## src/rtl/round_sequencer.sv

```systemverilog
// Game-level round controller: stores a new sequence, plays it, judges the player's verdict.
// Optional player response timeout is enabled by defining ROUND_TIMEOUT_EN.
module round_sequencer #(
  parameter logic [2:0] MAX_LVL     = 3'd5,
  parameter logic [1:0] START_LIVES = 2'd3,
  parameter int         STORE_CYC   = 2
`ifdef ROUND_TIMEOUT_EN
  ,
  parameter logic [23:0] TIMEOUT_CYC = 24'd5_000_000
`endif
) (
  input  logic       clk,
  input  logic       rst,
  input  logic       start,
  input  logic       display_done,
  input  logic       correct,
  input  logic       incorrect,
  output logic       newSequence,
  output logic       disp_start,
  output logic [2:0] LVL,
  output logic [1:0] lives,
  output logic       in_play,
  output logic       game_over,
  output logic       game_won
);

  localparam int SCW = (STORE_CYC > 1) ? $clog2(STORE_CYC) : 1;
  localparam logic [SCW-1:0] STORE_LAST = SCW'(STORE_CYC - 1);

  typedef enum logic [3:0] {
    S_IDLE,
    S_GEN,
    S_STORE,
    S_DISP,
    S_WAIT_DISP,
    S_INPUT,
    S_JUDGE,
    S_GAME_OVER,
    S_GAME_WON
  } state_t;

  state_t         state_q, state_d;
  logic [SCW-1:0] store_cnt_q, store_cnt_d;
  logic           pass_q, pass_d;
  logic [2:0]     lvl_q, lvl_d;
  logic [1:0]     lives_q, lives_d;
  logic           new_seq_q, disp_start_q, in_play_q, game_over_q, game_won_q;

`ifdef ROUND_TIMEOUT_EN
  logic [23:0] tmo_q, tmo_d;
  logic        tmo_expired;
  assign tmo_expired = (tmo_q == TIMEOUT_CYC - 24'd1);
`endif

  always_comb begin
    state_d     = state_q;
    store_cnt_d = store_cnt_q;
    pass_d      = pass_q;
    lvl_d       = lvl_q;
    lives_d     = lives_q;
`ifdef ROUND_TIMEOUT_EN
    tmo_d       = tmo_q;
`endif
    case (state_q)
      S_IDLE, S_GAME_OVER, S_GAME_WON: begin
        if (start) begin
          state_d = S_GEN;
          lvl_d   = 3'd1;
          lives_d = START_LIVES;
        end
      end
      S_GEN: begin
        store_cnt_d = '0;
        state_d     = S_STORE;
      end
      S_STORE: begin
        if (store_cnt_q == STORE_LAST) state_d = S_DISP;
        else store_cnt_d = store_cnt_q + 1'b1;
      end
      S_DISP: state_d = S_WAIT_DISP;
      S_WAIT_DISP: begin
        if (display_done) begin
          state_d = S_INPUT;
`ifdef ROUND_TIMEOUT_EN
          tmo_d   = '0;
`endif
        end
      end
      S_INPUT: begin
        // A simultaneous correct/incorrect pair is resolved as a miss.
        if (incorrect) begin
          pass_d  = 1'b0;
          state_d = S_JUDGE;
        end else if (correct) begin
          pass_d  = 1'b1;
          state_d = S_JUDGE;
`ifdef ROUND_TIMEOUT_EN
        end else if (tmo_expired) begin
          pass_d  = 1'b0;
          state_d = S_JUDGE;
        end else begin
          tmo_d   = tmo_q + 24'd1;
`endif
        end
      end
      S_JUDGE: begin
        if (pass_q) begin
          if (lvl_q >= MAX_LVL) begin
            state_d = S_GAME_WON;
          end else begin
            lvl_d   = lvl_q + 3'd1;
            state_d = S_GEN;
          end
        end else if (lives_q <= 2'd1) begin
          lives_d = 2'd0;
          state_d = S_GAME_OVER;
        end else begin
          // Replay the sequence already held by the store block.
          lives_d = lives_q - 2'd1;
          state_d = S_DISP;
        end
      end
      default: state_d = S_IDLE;
    endcase
  end

  always_ff @(posedge clk) begin
    if (rst) begin
      state_q      <= S_IDLE;
      store_cnt_q  <= '0;
      pass_q       <= 1'b0;
      lvl_q        <= 3'd1;
      lives_q      <= 2'd0;
      new_seq_q    <= 1'b0;
      disp_start_q <= 1'b0;
      in_play_q    <= 1'b0;
      game_over_q  <= 1'b0;
      game_won_q   <= 1'b0;
    end else begin
      state_q      <= state_d;
      store_cnt_q  <= store_cnt_d;
      pass_q       <= pass_d;
      lvl_q        <= lvl_d;
      lives_q      <= lives_d;
      // Outputs decode the next state so they are registered and aligned with it.
      new_seq_q    <= (state_d == S_GEN);
      disp_start_q <= (state_d == S_DISP);
      in_play_q    <= (state_d == S_INPUT);
      game_over_q  <= (state_d == S_GAME_OVER);
      game_won_q   <= (state_d == S_GAME_WON);
    end
  end

`ifdef ROUND_TIMEOUT_EN
  always_ff @(posedge clk) begin
    if (rst) tmo_q <= '0;
    else     tmo_q <= tmo_d;
  end
`endif

  assign newSequence = new_seq_q;
  assign disp_start  = disp_start_q;
  assign LVL         = lvl_q;
  assign lives       = lives_q;
  assign in_play     = in_play_q;
  assign game_over   = game_over_q;
  assign game_won    = game_won_q;

endmodule

```

## config.mk

```make
export PLATFORM = sky130hd
export DESIGN_NAME = round_sequencer
export DESIGN_NICKNAME = d
export VERILOG_FILES = /design/src/rtl/round_sequencer.sv
export SDC_FILE = /design/constraint.sdc
export NUM_CORES = 1
export LEC_CHECK = 0
export CAP_MARGIN = 10
export CORE_MARGIN = 5
export CORE_UTILIZATION = 25
export CTS_CLUSTER_DIAMETER = 120
export DETAILED_ROUTE_END_ITERATION = 12
export PLACE_DENSITY = 0.55
export SLEW_MARGIN = 20
export SYNTH_ARGS = -nofsm -noshare
export SYNTH_HDL_FRONTEND = slang
export SYNTH_SLANG_ARGS = --single-unit
```

## constraint.sdc

```tcl
create_clock -name clk -period 3.5 [get_ports clk]
set_clock_uncertainty 0.1 [all_clocks]
set_input_delay 0.35 -clock clk [delete_from_list [all_inputs] [get_ports clk]]
set_output_delay 0.35 -clock clk [all_outputs]
set_load 0.01 [all_outputs]
```

Yosys cells after proc, flatten, opt, wreduce, memory -nomap -nowiden
Cells that the tools add are included.
- mux-type cells: 21
- equal/unequal tests: 17
- reductions and logical operators: 8
- $lt $le $gt $ge: 2
- add/sub/neg operators: 3
- operators with widths (cell ; number):
    two-way mux 4 bit ; 7
    one-hot mux 4 bit (7 select lines) ; 1
    equality test 4 x 3 -> 1 bit (second input constant) ; 6
    equality test 4 x 2 -> 1 bit (second input constant) ; 3
    two-way mux 3 bit ; 4
    equality test 4 x 1 -> 1 bit (second input constant) ; 2
    equality test 4 bit (second input constant) ; 2
    != test 2 bit (second input constant) ; 4
    two-way mux 2 bit ; 3
    one-hot mux 3 bit (2 select lines) ; 1
    nonzero test 2 bit ; 3
    logical NOT 4 bit ; 1
    one-hot mux 2 bit (2 select lines) ; 1
    AND reduction 4 bit ; 1
    adder 3 x 1 -> 3 bit (second input constant) ; 1
    >= comparator 3 bit (second input constant) ; 1
    two-way mux 1 bit ; 3
    AND reduction 3 bit ; 1
    OR reduction 3 bit ; 1
    <= comparator 2 x 1 -> 1 bit (second input constant) ; 1
    one-hot mux 1 bit (2 select lines) ; 1
    AND reduction 2 bit ; 1
    subtractor 2 x 1 -> 2 bit (second input constant) ; 1
    adder 1 bit (second input constant) ; 1
- bits in registers: 16

Longest topological paths before layout
- word-level depth: 5
- gate-level depth with buffers: 6
- gate-level depth less buffers: 6

Least setup slack after synthesis
Ideal clock, no wire load.
- path type: register to register
- from: reg lvl_q[1], in the netlist LVL[1]
- to: reg lvl_q[1], in the netlist LVL[1]
- required time: 3.272 ns
- path buffers: 0
- slack: 1.897 ns
- arrival: 1.374 ns
- clock period less this slack: 1.603 ns
- stages on the path, launching flop included: 7
- path through: dfxtp_1 > inv_1 > ha_1 > o31a_1 > or2_1 > a21oi_1 > o31ai_1
- word-level cells in the longest chain between the ends: 4
- elaborated cells between the ends (all ways): 7
- classes of those cells: 1 x add/sub; 1 x order compare; 1 x eq/ne; 3 x mux; 1 x reduce/logical
- RTL lines (what ; line ; RTL):
    start: declaration ; 45 ; logic [2:0] lvl_q, lvl_d;
    start signal: assignment ; 143 ; lvl_q <= lvl_d;
    adder 3 x 1 -> 3 bit ; 111 ; lvl_d = lvl_q + 3'd1;
    two-way mux 3 bit ; 108 ; if (lvl_q >= MAX_LVL) begin
    two-way mux 3 bit ; 107 ; if (pass_q) begin
    one-hot mux 3 bit (2 select lines) ; 64 ; case (state_q)
Parallel ways exist; a longest one is shown, timed or not. The select of a mux whose other input is x is not followed.
A chain may end at the register's enable or synchronous reset.

Worst setup path after layout
- from: reg lvl_q[0], in the netlist LVL[0]
- to: out LVL[0]
- RTL lines (what ; line ; RTL):
    end: declaration ; 20 ; output logic [2:0] LVL,
No word-level cell between the ends.

==> key figures <==
Status
  – Result of the run: completed

Route
  – First-pass iteration count of the detailed router: 4
  – Length of routed met3 wiring: 106 µm
  – Residual antenna-violating net count after detailed routing: 0
  – Drt drc: 0
  – Top routing layer in use: met4
  – Routed WL: 1950 µm
  – Routed wire length on met2: 851 µm
  – Post-detailed-route wirelength per cell: 12.4 µm
  – Routed length on met1: 981 µm
  – Drt via density: 4.81
  – Via count of the routed design: 755
  – DR iter-0 viols: 20

Logic synthesis
  – Synth warn: 0
  – Count of cell types in the netlist: 39
  – Synth area leader: dfxtp_1
  – Number of standard cells after synthesis: 97
  – Top-count cell post-synth: dfxtp_1
  – Synth Area per Inst: 8.81 µm²
  – Yosys reg bits: 16
  – Synthesized netlist net count: 105
  – Synth area leaders: dfxtp_1, a21oi_1, nand2b_1, nand2_1, nor2_1
  – Post-synth top flop: dfxtp_1
  – Fraction of the yosys area taken by sequential cells: 0.375
  – Post-Syn Area: 855 µm²
  – Most instantiated cells after synthesis: dfxtp_1, a21oi_1, nand2_1, nor2_1
  – Count of flip-flops with a built-in enable after synthesis: 0
  – Fraction of synthesis flops using an asynchronous set or reset pin: 0
  – Area share of the largest cell type after synthesis: 0.375

CTS
  – CTS tree: built
  – # clock sinks: 16
  – Insertion delay to the later sink of the worst-skew pair: 0.29 ns
  – Maximum clock insertion buffer count: 2
  – Hold buffer count at CTS: 0
  – Register clock-pin slew on the reported worst setup and hold paths: 0.10 ns
  – H-tree Lvls: 1
  – CTS-repair resized insts: 0
  – Buffer cell driving the clock tree root: clkbuf_4
  – Number of buffers added for setup after CTS: 0
  – Number of buffers created by CTS: 3

Global route
  – Gr ovfl total: 0
  – Global-route wire length before repair: 3330 µm
  – Antenna violations before repair: 0
  – Pin count of the biggest net entering global routing: 13
  – Via count of the first global-routing pass: 743
  – GRT Resource Usage Total: 0.0947

Cells and area
  – Area occupied by multi-input gates: 479 µm²
  – Area growth from synthesis to layout: 24.3%
  – Share of final-layout standard cells stronger than drive strength 1: 0.0991
  – Non-Filler Cell Area, Final: 1060 µm²
  – Footprint of the flip-flops and latches: 320 µm²
  – Final layout net count: 120
  – Filler Cell Count: 367
  – Diodes inserted: 0

Timing
  – Setup repair after global routing missed its margin: false
  – Share of the clock period used by the worst path after layout: 0.504
  – Peak Freq: 567 MHz
  – Number of max-slew violations in the final report: 0
  – Count of endpoints failing hold in the final timing report: 0
  – Total setup violations reported at the end of the flow: 0
  – Total Negative Setup Slacks: 0 ns
  – Worst-case headroom to the max-slew limit: 0.703
  – Actual slew at the worst max-slew pin: 0.444 ns
  – Shortest clock period the worst path allows after layout: 1.76 ns

Setup path
  – Critical Path Stages: 1
  – Startpoint of the most critical setup path: LVL[0]
  – Launch point of the worst reg-to-reg path: LVL[1]
  – Number of buffer and inverter instances along the worst setup path: 1
  – Crit-path max cell delay: 0.58 ns
  – Crit path DAT: 1.31 ns
  – Critical path type: register to output port
  – Max Fanout on Critical Path: 6
  – End point of the critical path: LVL[0]
  – Register-to-register setup slack: 1.78 ns
  – Critical path endpoint category: output port
  – Reg2Reg Depth: 6
  – Family of cells with the greatest summed delay on the critical path: buffers and inverters
  – End of the worst register-to-register path: LVL[1]
  – Kind of start point of the critical path: register
  – Slowest CP cell: clkdlybuf4s50_1
  – Cells traversed along the worst timing path: clkdlybuf4s50_1
  – Req. time, crit path: 3.05 ns

Pwr
  – Switching Power: 0.104 mW
  – Switching part of the total: 0.264
  – Largest vdd supply drop: 0.179 mV
  – Leakage Power: 0.366 nW
  – Clock share of power: 0.319
  – Combinational share of power: 0.167
  – Power density relative to cell area: 370 nW/µm²
  – Share of power burned in registers: 0.514
  – P_int: 0.289 mW

Die
  – Floorplan Core Area: 3310 µm²
  – Floorplan die height: 68.5 µm
  – I/O Pins: 16
  – Die area: 4690 µm²
  – Number of placement rows: 21
  – Starting Density: 0.258
  – Die width: 68.5 µm

Hold path
  – Tightest Hold Check Type: register to register

Placed design
  – Placed cell areas: 1030 µm²
  – Final weighted congestion in routability-driven placement: 0.778
  – Number of input and output port buffers inserted: 15
  – Post-detailed-placement half-perimeter wirelength: 1380 µm

Job
  – Count of maximum capacitance violations: 0
sequential cells by signal, indices dropped and copies added (netlist names):
| signal | count |
|---|---|
| state_q | 4 |
| LVL | 3 |
| lives | 2 |
| disp_start | 1 |
| game_over | 1 |
| game_won | 1 |
| in_play | 1 |
| newSequence | 1 |
| pass_q | 1 |
| store_cnt_q | 1 |
metal layers:
layer / track usage / vias up
met5: 0 / -
met4: 0.0521 / 0
met3: 0.0263 / 2
met2: 0.143 / 10
met1: 0.120 / 358
li1: - / 385
worst min path at each step:
| stage | cells past startpoint | startpoint | endpoint | slack, ns |
|---|---|---|---|---|
| floorplan | 1 | incorrect | pass_q | 0.35 |
| global placement | 2 | store_cnt_q | store_cnt_q | 0.38 |
| detailed placement | 2 | store_cnt_q | store_cnt_q | 0.38 |
| CTS | 2 | store_cnt_q | store_cnt_q | 0.41 |
| global route | 2 | lives[0] | lives[0] | 0.44 |
| finish | 2 | store_cnt_q | store_cnt_q | 0.40 |
cell type report:
cell class	count	share of cell area
tap	46	0.0542
multi-input combinational	71	0.451
timing repair buffer	15	0.141
sequential	16	0.302
clock buffer	4	0.0342
inverter	5	0.0177
kinds of logic (layout without fill, tap and decap cells):
| family | after synthesis | count (layout) | synth area share |
|---|---|---|---|
| AND/OR/NAND/NOR | 37 | 37 | 0.280 |
| buffers and inverters | 10 | 24 | 0.0644 |
| flip-flops | 16 | 16 | 0.375 |
| adder cells (fa/ha/maj) | 2 | 2 | 0.0293 |
| AO/OA/AOI/OAI | 32 | 32 | 0.252 |
power by group through the flow:
stage | logic (mW) | clock network, mW | registers (mW)
after floorplan | 0.0492 | 0 | 0.202
after global placement | 0.0651 | 0 | 0.206
after detailed placement | 0.0658 | 0 | 0.206
after CTS | 0.0665 | 0.134 | 0.202
after global routing | 0.0737 | 0.138 | 0.204
final | 0.0658 | 0.125 | 0.202
cell usage in the layout (no fill, tap or decap), types with 3 or more instances in the layout:
master | Yosys | layout
nand2_1 | 7 | 7
a21oi_1 | 10 | 10
dfxtp_1 | 16 | 16
nand2b_1 | 5 | 5
clkbuf_4 | 0 | 3
inv_1 | 5 | 5
nor2_1 | 7 | 7
o21ai_0 | 5 | 5
clkdlybuf4s50_1 | 0 | 15
per-stage QoR:
step | hold WS (ns) | utilization | worst slack [ns] | power [mW] | std cells
floorplan | 0.347 | - | 1.90 | 0.251 | 97
finish | 0.404 | 0.321 | 1.74 | 0.393 | 157
detailed placement | 0.385 | 0.310 | 1.48 | 0.272 | 153
CTS | 0.406 | 0.321 | 1.73 | 0.402 | 157
global placement | 0.377 | 0.310 | 1.51 | 0.271 | 153
global route | 0.445 | 0.321 | 1.64 | 0.415 | 157
No activity file was read; power rests on OpenSTA's default activity.
